File: src/rtl/alu_pipe.sv
// alu_pipe: elastic two-ALU pipeline computing (op1 opA op2) opB op1 with valid/ready flow control.
// Defining ALU_PIPE_FLAGS_EN adds registered zero_o/neg_o result flags.
module alu_pipe #(
    parameter int DWIDTH = 8,
    parameter int DEPTH  = 3
) (
    input  logic                       clk,
    input  logic                       rst,
    input  logic                       in_valid_i,
    output logic                       in_ready_o,
    input  logic [DWIDTH-1:0]          op1_i,
    input  logic [DWIDTH-1:0]          op2_i,
    input  logic [1:0]                 mode_i,
    input  logic                       flush_i,
    output logic                       out_valid_o,
    input  logic                       out_ready_i,
    output logic [DWIDTH-1:0]          res_o,
`ifdef ALU_PIPE_FLAGS_EN
    output logic                       zero_o,
    output logic                       neg_o,
`endif
    output logic [$clog2(DEPTH+1)-1:0] count_o
);

    localparam int CW = $clog2(DEPTH + 1);

    logic [DEPTH:1]    valid;
    logic [DEPTH:1]    ready;
    logic              accept;
    logic              consume;
    logic [CW-1:0]     count;

    logic [DWIDTH-1:0] s1_op1;
    logic [DWIDTH-1:0] s1_op2;
    logic [1:0]        s1_mode;
    logic [DWIDTH-1:0] s2_res;
    logic [DWIDTH-1:0] s2_op1;
    logic [1:0]        s2_mode;
    logic [DWIDTH-1:0] res_q [3:DEPTH];
    logic [DWIDTH-1:0] alu_a;
    logic [DWIDTH-1:0] alu_b;

    // ready_k = !valid_k || ready_{k+1}, unrolled as a running OR from the output end
    always_comb begin : ready_chain
        logic acc;
        acc   = out_ready_i;
        ready = '0;
        for (int unsigned i = 0; i < DEPTH; i++) begin
            acc              = acc || !valid[DEPTH - i];
            ready[DEPTH - i] = acc;
        end
    end

    assign in_ready_o  = rst && !flush_i && ready[1];
    assign accept      = in_valid_i && in_ready_o;
    assign out_valid_o = valid[DEPTH];
    assign consume     = out_valid_o && out_ready_i;
    assign res_o       = res_q[DEPTH];
    assign count_o     = count;

    // ALU A subtracts for SUB_ADD/SUB_SUB; ALU B subtracts for ADD_SUB/SUB_SUB
    assign alu_a = s1_mode[0] ? s1_op1 - s1_op2 : s1_op1 + s1_op2;
    assign alu_b = (s2_mode[1] == s2_mode[0]) ? s2_res - s2_op1 : s2_res + s2_op1;

    always_ff @(posedge clk or negedge rst) begin
        if (!rst) begin
            valid <= '0;
            count <= '0;
        end else if (flush_i) begin
            valid <= '0;
            count <= '0;
        end else begin
            if (ready[1]) valid[1] <= accept;
            for (int unsigned k = 2; k <= DEPTH; k++) begin
                if (ready[k]) valid[k] <= valid[k-1];
            end
            count <= count + CW'(accept) - CW'(consume);
        end
    end

    always_ff @(posedge clk or negedge rst) begin
        if (!rst) begin
            s1_op1  <= '0;
            s1_op2  <= '0;
            s1_mode <= '0;
            s2_res  <= '0;
            s2_op1  <= '0;
            s2_mode <= '0;
            for (int unsigned k = 3; k <= DEPTH; k++) res_q[k] <= '0;
        end else begin
            if (accept) begin
                s1_op1  <= op1_i;
                s1_op2  <= op2_i;
                s1_mode <= mode_i;
            end
            if (ready[2] && valid[1]) begin
                s2_res  <= alu_a;
                s2_op1  <= s1_op1;
                s2_mode <= s1_mode;
            end
            if (ready[3] && valid[2]) res_q[3] <= alu_b;
            for (int unsigned k = 4; k <= DEPTH; k++) begin
                if (ready[k] && valid[k-1]) res_q[k] <= res_q[k-1];
            end
        end
    end

`ifdef ALU_PIPE_FLAGS_EN
    logic zero_q [3:DEPTH];
    logic neg_q  [3:DEPTH];

    always_ff @(posedge clk or negedge rst) begin
        if (!rst) begin
            for (int unsigned k = 3; k <= DEPTH; k++) begin
                zero_q[k] <= 1'b0;
                neg_q[k]  <= 1'b0;
            end
        end else begin
            if (ready[3] && valid[2]) begin
                zero_q[3] <= (alu_b == '0);
                neg_q[3]  <= alu_b[DWIDTH-1];
            end
            for (int unsigned k = 4; k <= DEPTH; k++) begin
                if (ready[k] && valid[k-1]) begin
                    zero_q[k] <= zero_q[k-1];
                    neg_q[k]  <= neg_q[k-1];
                end
            end
        end
    end

    assign zero_o = out_valid_o && zero_q[DEPTH];
    assign neg_o  = out_valid_o && neg_q[DEPTH];
`endif

endmodule

File: config.mk
export PLATFORM = sky130hd
export DESIGN_NAME = alu_pipe
export DESIGN_NICKNAME = d
export VERILOG_FILES = /design/src/rtl/alu_pipe.sv
export SDC_FILE = /design/constraint.sdc
export NUM_CORES = 1
export LEC_CHECK = 0
export BUFFER_PORTS_ARGS = -buffer_cell sky130_fd_sc_hd__buf_2
export CORE_ASPECT_RATIO = 1.2
export CORE_MARGIN = 3
export CORE_UTILIZATION = 52
export CTS_CLUSTER_SIZE = 8
export DETAILED_ROUTE_END_ITERATION = 10
export PLACE_DENSITY_LB_ADDON = 0.12
export SLEW_MARGIN = 20
export SYNTH_ARGS = -nofsm -noshare
export SYNTH_HDL_FRONTEND = slang
export SYNTH_SLANG_ARGS = --single-unit
export TNS_END_PERCENT = 50
File: constraint.sdc
create_clock -name clk -period 2.31 [get_ports clk]
set_input_delay 0.3465 -clock clk [delete_from_list [all_inputs] [get_ports clk]]
set_output_delay 0.3465 -clock clk [all_outputs]
set_load 0.02 [all_outputs]
; Word-level counts from Yosys, hierarchy flattened
; Index checks and enable logic that the tools add are counted.
; Widths: inputs -> output; s select.
[op_classes]
add_sub_neg = 6
n_mul = 0
n_div = 0
magnitude_cmp = 0
n_eq_ne = 1
shifts = 0
mux = 7
n_bitwise = 0
reduce_logical = 16
[op_table]
columns = cell, count
row1 = $add 8x8->8, 2
row2 = $mux 8, 2
row3 = $sub 8x8->8, 2
row4 = $logic_and 1x1->1, 6
row5 = $reduce_bool 2->1, 3
row6 = $logic_not 1->1, 4
row7 = $logic_or 1x1->1, 3
row8 = $mux 1, 3
row9 = $mux 3, 1
row10 = $add 2x1->2, 1
row11 = $mux 2, 1
row12 = $sub 2x1->2, 1
row13 = $eq 1x1->1, 1
[totals]
regBits = 49
latch_bits = 0
ramBits = 0
mem_bits_ro = 0
input_bits = 23
output_inout_bits = 12
wordCells = 41
memories = 0

; Logic depth before layout (Yosys ltp)
[depth]
depth_word = 9
mapped_depth = 11
depth_no_buf = 10

; Least setup slack after synthesis
; No wires, ideal clock.
[synth_timing]
kind = reg2reg
startpoint = register s1_op2[0]
endpoint = register s2_res[6]
setup_ps = 131
t_arrival_ps = 2087
setup_slack_ps = 91
path_stages_with_launch = 10
path_cell_list = dfrtp_1 > inv_1 > ha_1 > mux2i_1 > fa_1 > a21o_1 > a21o_1 > a21oi_2 > nor4b_1 > or3_1
[synth_via]
elab_chain_len = 2
elab_cells_between_ends = 3
[synth_rtl]
columns = item, line_no
row1 = start: declaration, 34  ; logic [DWIDTH-1:0] s1_op2;
row2 = start signal: assignment, 93  ; s1_op2 <= op2_i;
row3 = $add 8x8->8 or $sub 8x8->8 (tied branches), 62  ; assign alu_a = s1_mode[0] ? s1_op1 - s1_op2 : s1_op1 + s1_op2;
row4 = $mux 8 *, 62
row5 = end signal: assignment, 97  ; s2_res <= alu_a;
row6 = end: declaration, 36  ; logic [DWIDTH-1:0] s2_res;
; Mark *: on every way between the ends. The rest lies on a longest branch, timed or not.
; A chain may end at the register's enable or synchronous reset.

; Worst setup path in the final report
[layout_timing]
startpoint = register s2_mode[1]
endpoint = register res_q (netlist bit res_o[6])
[layout_via]
elab_chain_len = 2
[layout_rtl]
columns = item, line_no
row1 = start: declaration, 38  ; logic [1:0] s2_mode;
row2 = start signal: assignment, 99  ; s2_mode <= s1_mode;
row3 = $eq 1x1->1, 63  ; assign alu_b = (s2_mode[1] == s2_mode[0]) ? s2_res - s2_op1 : s2_res + s2_op1;
row4 = $mux 8, 63
row5 = end signal: indexed assignment, 103  ; if (ready[k] && valid[k-1]) res_q[k] <= res_q[k-1];
row6 = end: declaration, 39  ; logic [DWIDTH-1:0] res_q [3:DEPTH];
; No other way between the ends.

==> results.sh <==
export IMPL_run_status="completed"
export IMPL_cts_buffers=5
export IMPL_syn_cell_area_sq_um=2820
export IMPL_coreArea_sq_um=5080
export IMPL_area_growth_pct=17.4
export IMPL_reg2regPathDepth=8
export IMPL_fin_area_sq_um=3310
export IMPL_rsz0062_at_grt="true"
export IMPL_fin_worst_skew_ps=5.48
export IMPL_worstReg2RegStart="s2_mode[1]"
export IMPL_crit_path_max_fanout=3
export IMPL_timing_final_crit_period_ps=2230
export IMPL_slew_limit_headroom_pct=59.2
export IMPL_synth_area_leader_cell="dfrtp_1"
export IMPL_synth_sequential_area_ratio_pct=43.5
export IMPL_drt_iter0_markers=36
export IMPL_cts_root_to_sink_buffers=2
export IMPL_cts_max_level=2
export IMPL_power_mw=4.20
export IMPL_io_pins=35
export IMPL_worstSetupStartpointType="flop"
export IMPL_number_of_nets_produced_by_synthesis=289
export IMPL_setup_tns_final_ps=0
export IMPL_clk_latency_ps=300
export IMPL_die_span_in_x_microns=73.2
export IMPL_buffer_ports_inserted=34
export IMPL_r2r_end="res_o[6]"
export IMPL_drt_vias_per_instance=5.30
export IMPL_floorplan_rows=28
export IMPL_r2r_slack_ps=80
export IMPL_worstMarginPinSlew_ps=612
export IMPL_synth_edff_count=0
export IMPL_dieArea_sq_um=6340
export IMPL_hp_class="in -> async"
export IMPL_estimated_wirelength_of_the_detail_placed_design_microns=3770
export IMPL_startpoint="s2_mode[1]"
export IMPL_crit_path_end_kind="flop"
export IMPL_total_vias_in_the_final_route=1908
export IMPL_y_dimension_of_the_die_microns=86.6
export IMPL_routabilityCongestion=0.791
export IMPL_clock_tree_root_cell="clkbuf_8"
export IMPL_required_ps=2540
export IMPL_worst_ir_drop_vdd_v=0.000569
export IMPL_cts_sink_count=49
export IMPL_cap_violations=0
export IMPL_drt_first_pass_iters=4
export IMPL_fmaxAchievable_mhz=448
export IMPL_starting_density_of_the_core_pct=55.4
export IMPL_fillers=438
export IMPL_ys_ff_latch=49
export IMPL_post_route_period_util_pct=96.7
export IMPL_synth_warn=0
export IMPL_synthesis_instances=246
export IMPL_drive_above_1_share_pct=37.3
export IMPL_hold_viol=0
export IMPL_dominantRegCellSynth="dfrtp_1"
export IMPL_grt_first_pass_wirelength_microns=8420
export IMPL_grt_usage_pct=17.0
export IMPL_pin_count_of_the_biggest_net_entering_global_routing=50
export IMPL_tritoncts="done"
export IMPL_timing_setup_critical_path_class="reg -> reg"
export IMPL_yosys_area_top_type_share_pct=43.5
export IMPL_drt_antenna_violating_nets=0
export IMPL_grt_remaining_overflow=0
export IMPL_antenna_found_initial=0
export IMPL_post_synth_main_area_contributors="dfrtp_1, mux2_4, ha_1"
export IMPL_worst_ep_arrival_time_ps=2470
export IMPL_post_route_drc_count=0
export IMPL_async_flop_share_pct=100
export IMPL_power_density_nw_per_um2=1270
export IMPL_cts_hold_buf=0
export IMPL_p_leak_nw=1.65
export IMPL_cts_clk_slew_worst_paths_ps=90
export IMPL_wl_per_cell_microns=13.8
export IMPL_synth_distinct_cells=42
export IMPL_drt_wl_total_microns=4950
export IMPL_nNetsFinal=342
export IMPL_maxSlewViolCount=0
export IMPL_vias_in_the_first_global_route=1879
export IMPL_synth_area_per_cell_sq_um=11.4
export IMPL_antenna_cells_inserted=0
export IMPL_dpl_instance_area_sq_um=3120
export IMPL_setup_viol=0
[registers in the layout, indices dropped and copies added, names as in the netlist]
signal and count:
valid 3, res_o 8, s2_mode 2, count_o 2, s2_op1 8, s1_mode 2, s1_op2 8, s2_res 8
s1_op1 8
[area by class of cell]
cell class                      count  area [sq um]  share of cell area [%]
Timing Repair Buffer               53           313                    9.46
Tap cell                           60          75.1                    2.27
Sequential cell                    49          1230                    37.1
Clock buffer                        7          96.3                    2.91
Inverter                           17          63.8                    1.93
Clock inverter                      1          5.00                   0.151
Multi-Input combinational cell    173          1530                    46.2
[per-layer routing]
metal / vias to the layer above / track usage, % / share of wire [%]
met5: - / 0 / 0
met4: 0 / 4.53 / 0.89
met3: 5 / 3.83 / 3.3
met2: 29 / 28.6 / 50
met1: 907 / 22.0 / 45
li1: 967 / - / -
[logic make-up (layout without fill, tap and decap cells)]
logic type	count (synthesis)	count (layout)	synth area share [%]
compound gates	45	45	9.86
buf+inv	24	78	3.91
fa+ha+maj	20	20	9.42
mux	31	31	14.7
simple gates	50	50	9.91
xor+xnor	27	27	8.66
flops	49	49	43.5
[how the worst max path moves through the flow]
stage                      endpoint  slack, ps  depth (start not counted)
after floorplan           s2_res[6]         90                          9
after global placement    s2_res[6]         50                          9
after detailed placement  s2_res[6]        -20                          9
after CTS                 s2_res[6]        0.9                         10
after global routing       res_o[6]        -70                          8
final                      res_o[6]         80                          8
[power breakdown]
group | switching [mW] | internal, mW
Clock | 0.272 | 0.271
Combinational | 1.09 | 1.26
Sequential | 0.204 | 1.10
[synth_stat cells (2+ instances only)]
cell / instances
ha_1: 18
mux2_4: 18
fa_1: 2
and4_1: 2
a31o_2: 2
mux2i_1: 2
clkbuf_1: 3
nor2_1: 9
xnor2_1: 23
mux2_2: 11
inv_1: 17
o21ai_0: 14
nor3b_1: 2
a21o_1: 7
buf_6: 2
a31oi_1: 8
nor4b_1: 2
nand2_1: 19
xor2_1: 3
or4b_1: 2
nor3_1: 4
dfrtp_1: 49
a21oi_1: 8
[critical path, stage by stage, from the launching register on]
cell and delay, ps:
dfrtp_1 420, xnor2_2 270, mux2i_2 310, fa_2 260
a21o_1 110, a21o_2 130, a21oi_1 90, or4b_1 500
nand3_1 80
[through the flow]
step / worst slack (ps) / hold slack, ps / cells / utilization, %
floorplan: 91.4 / 50.9 / 246 / -
global placement: 49.7 / 456 / 347 / 61.4
detailed placement: -17.1 / 465 / 347 / 61.4
CTS: 0.911 / 208 / 356 / 63.6
global route: -68.8 / 237 / 360 / 65.1
finish: 76.8 / 196 / 360 / 65.1
[repair_timing]
action	4_1_cts	5_1_grt
pin swaps	1	10
endpoints found under the hold margin	0	0
setup endpoints to repair	1	5
buffers inserted	1	4
resized for setup	1	13
[placed cells by master, fill, tap and decap left out, drive strengths merged, types with 9 or more instances in the layout]
cell	instances
nor2	9
o21ai	16
nand2	20
xnor2	24
inv	17
mux2	29
buf	53
ha	18
a21oi	9
dfrtp	49
Note: power is estimated with default switching activity, not from simulation.
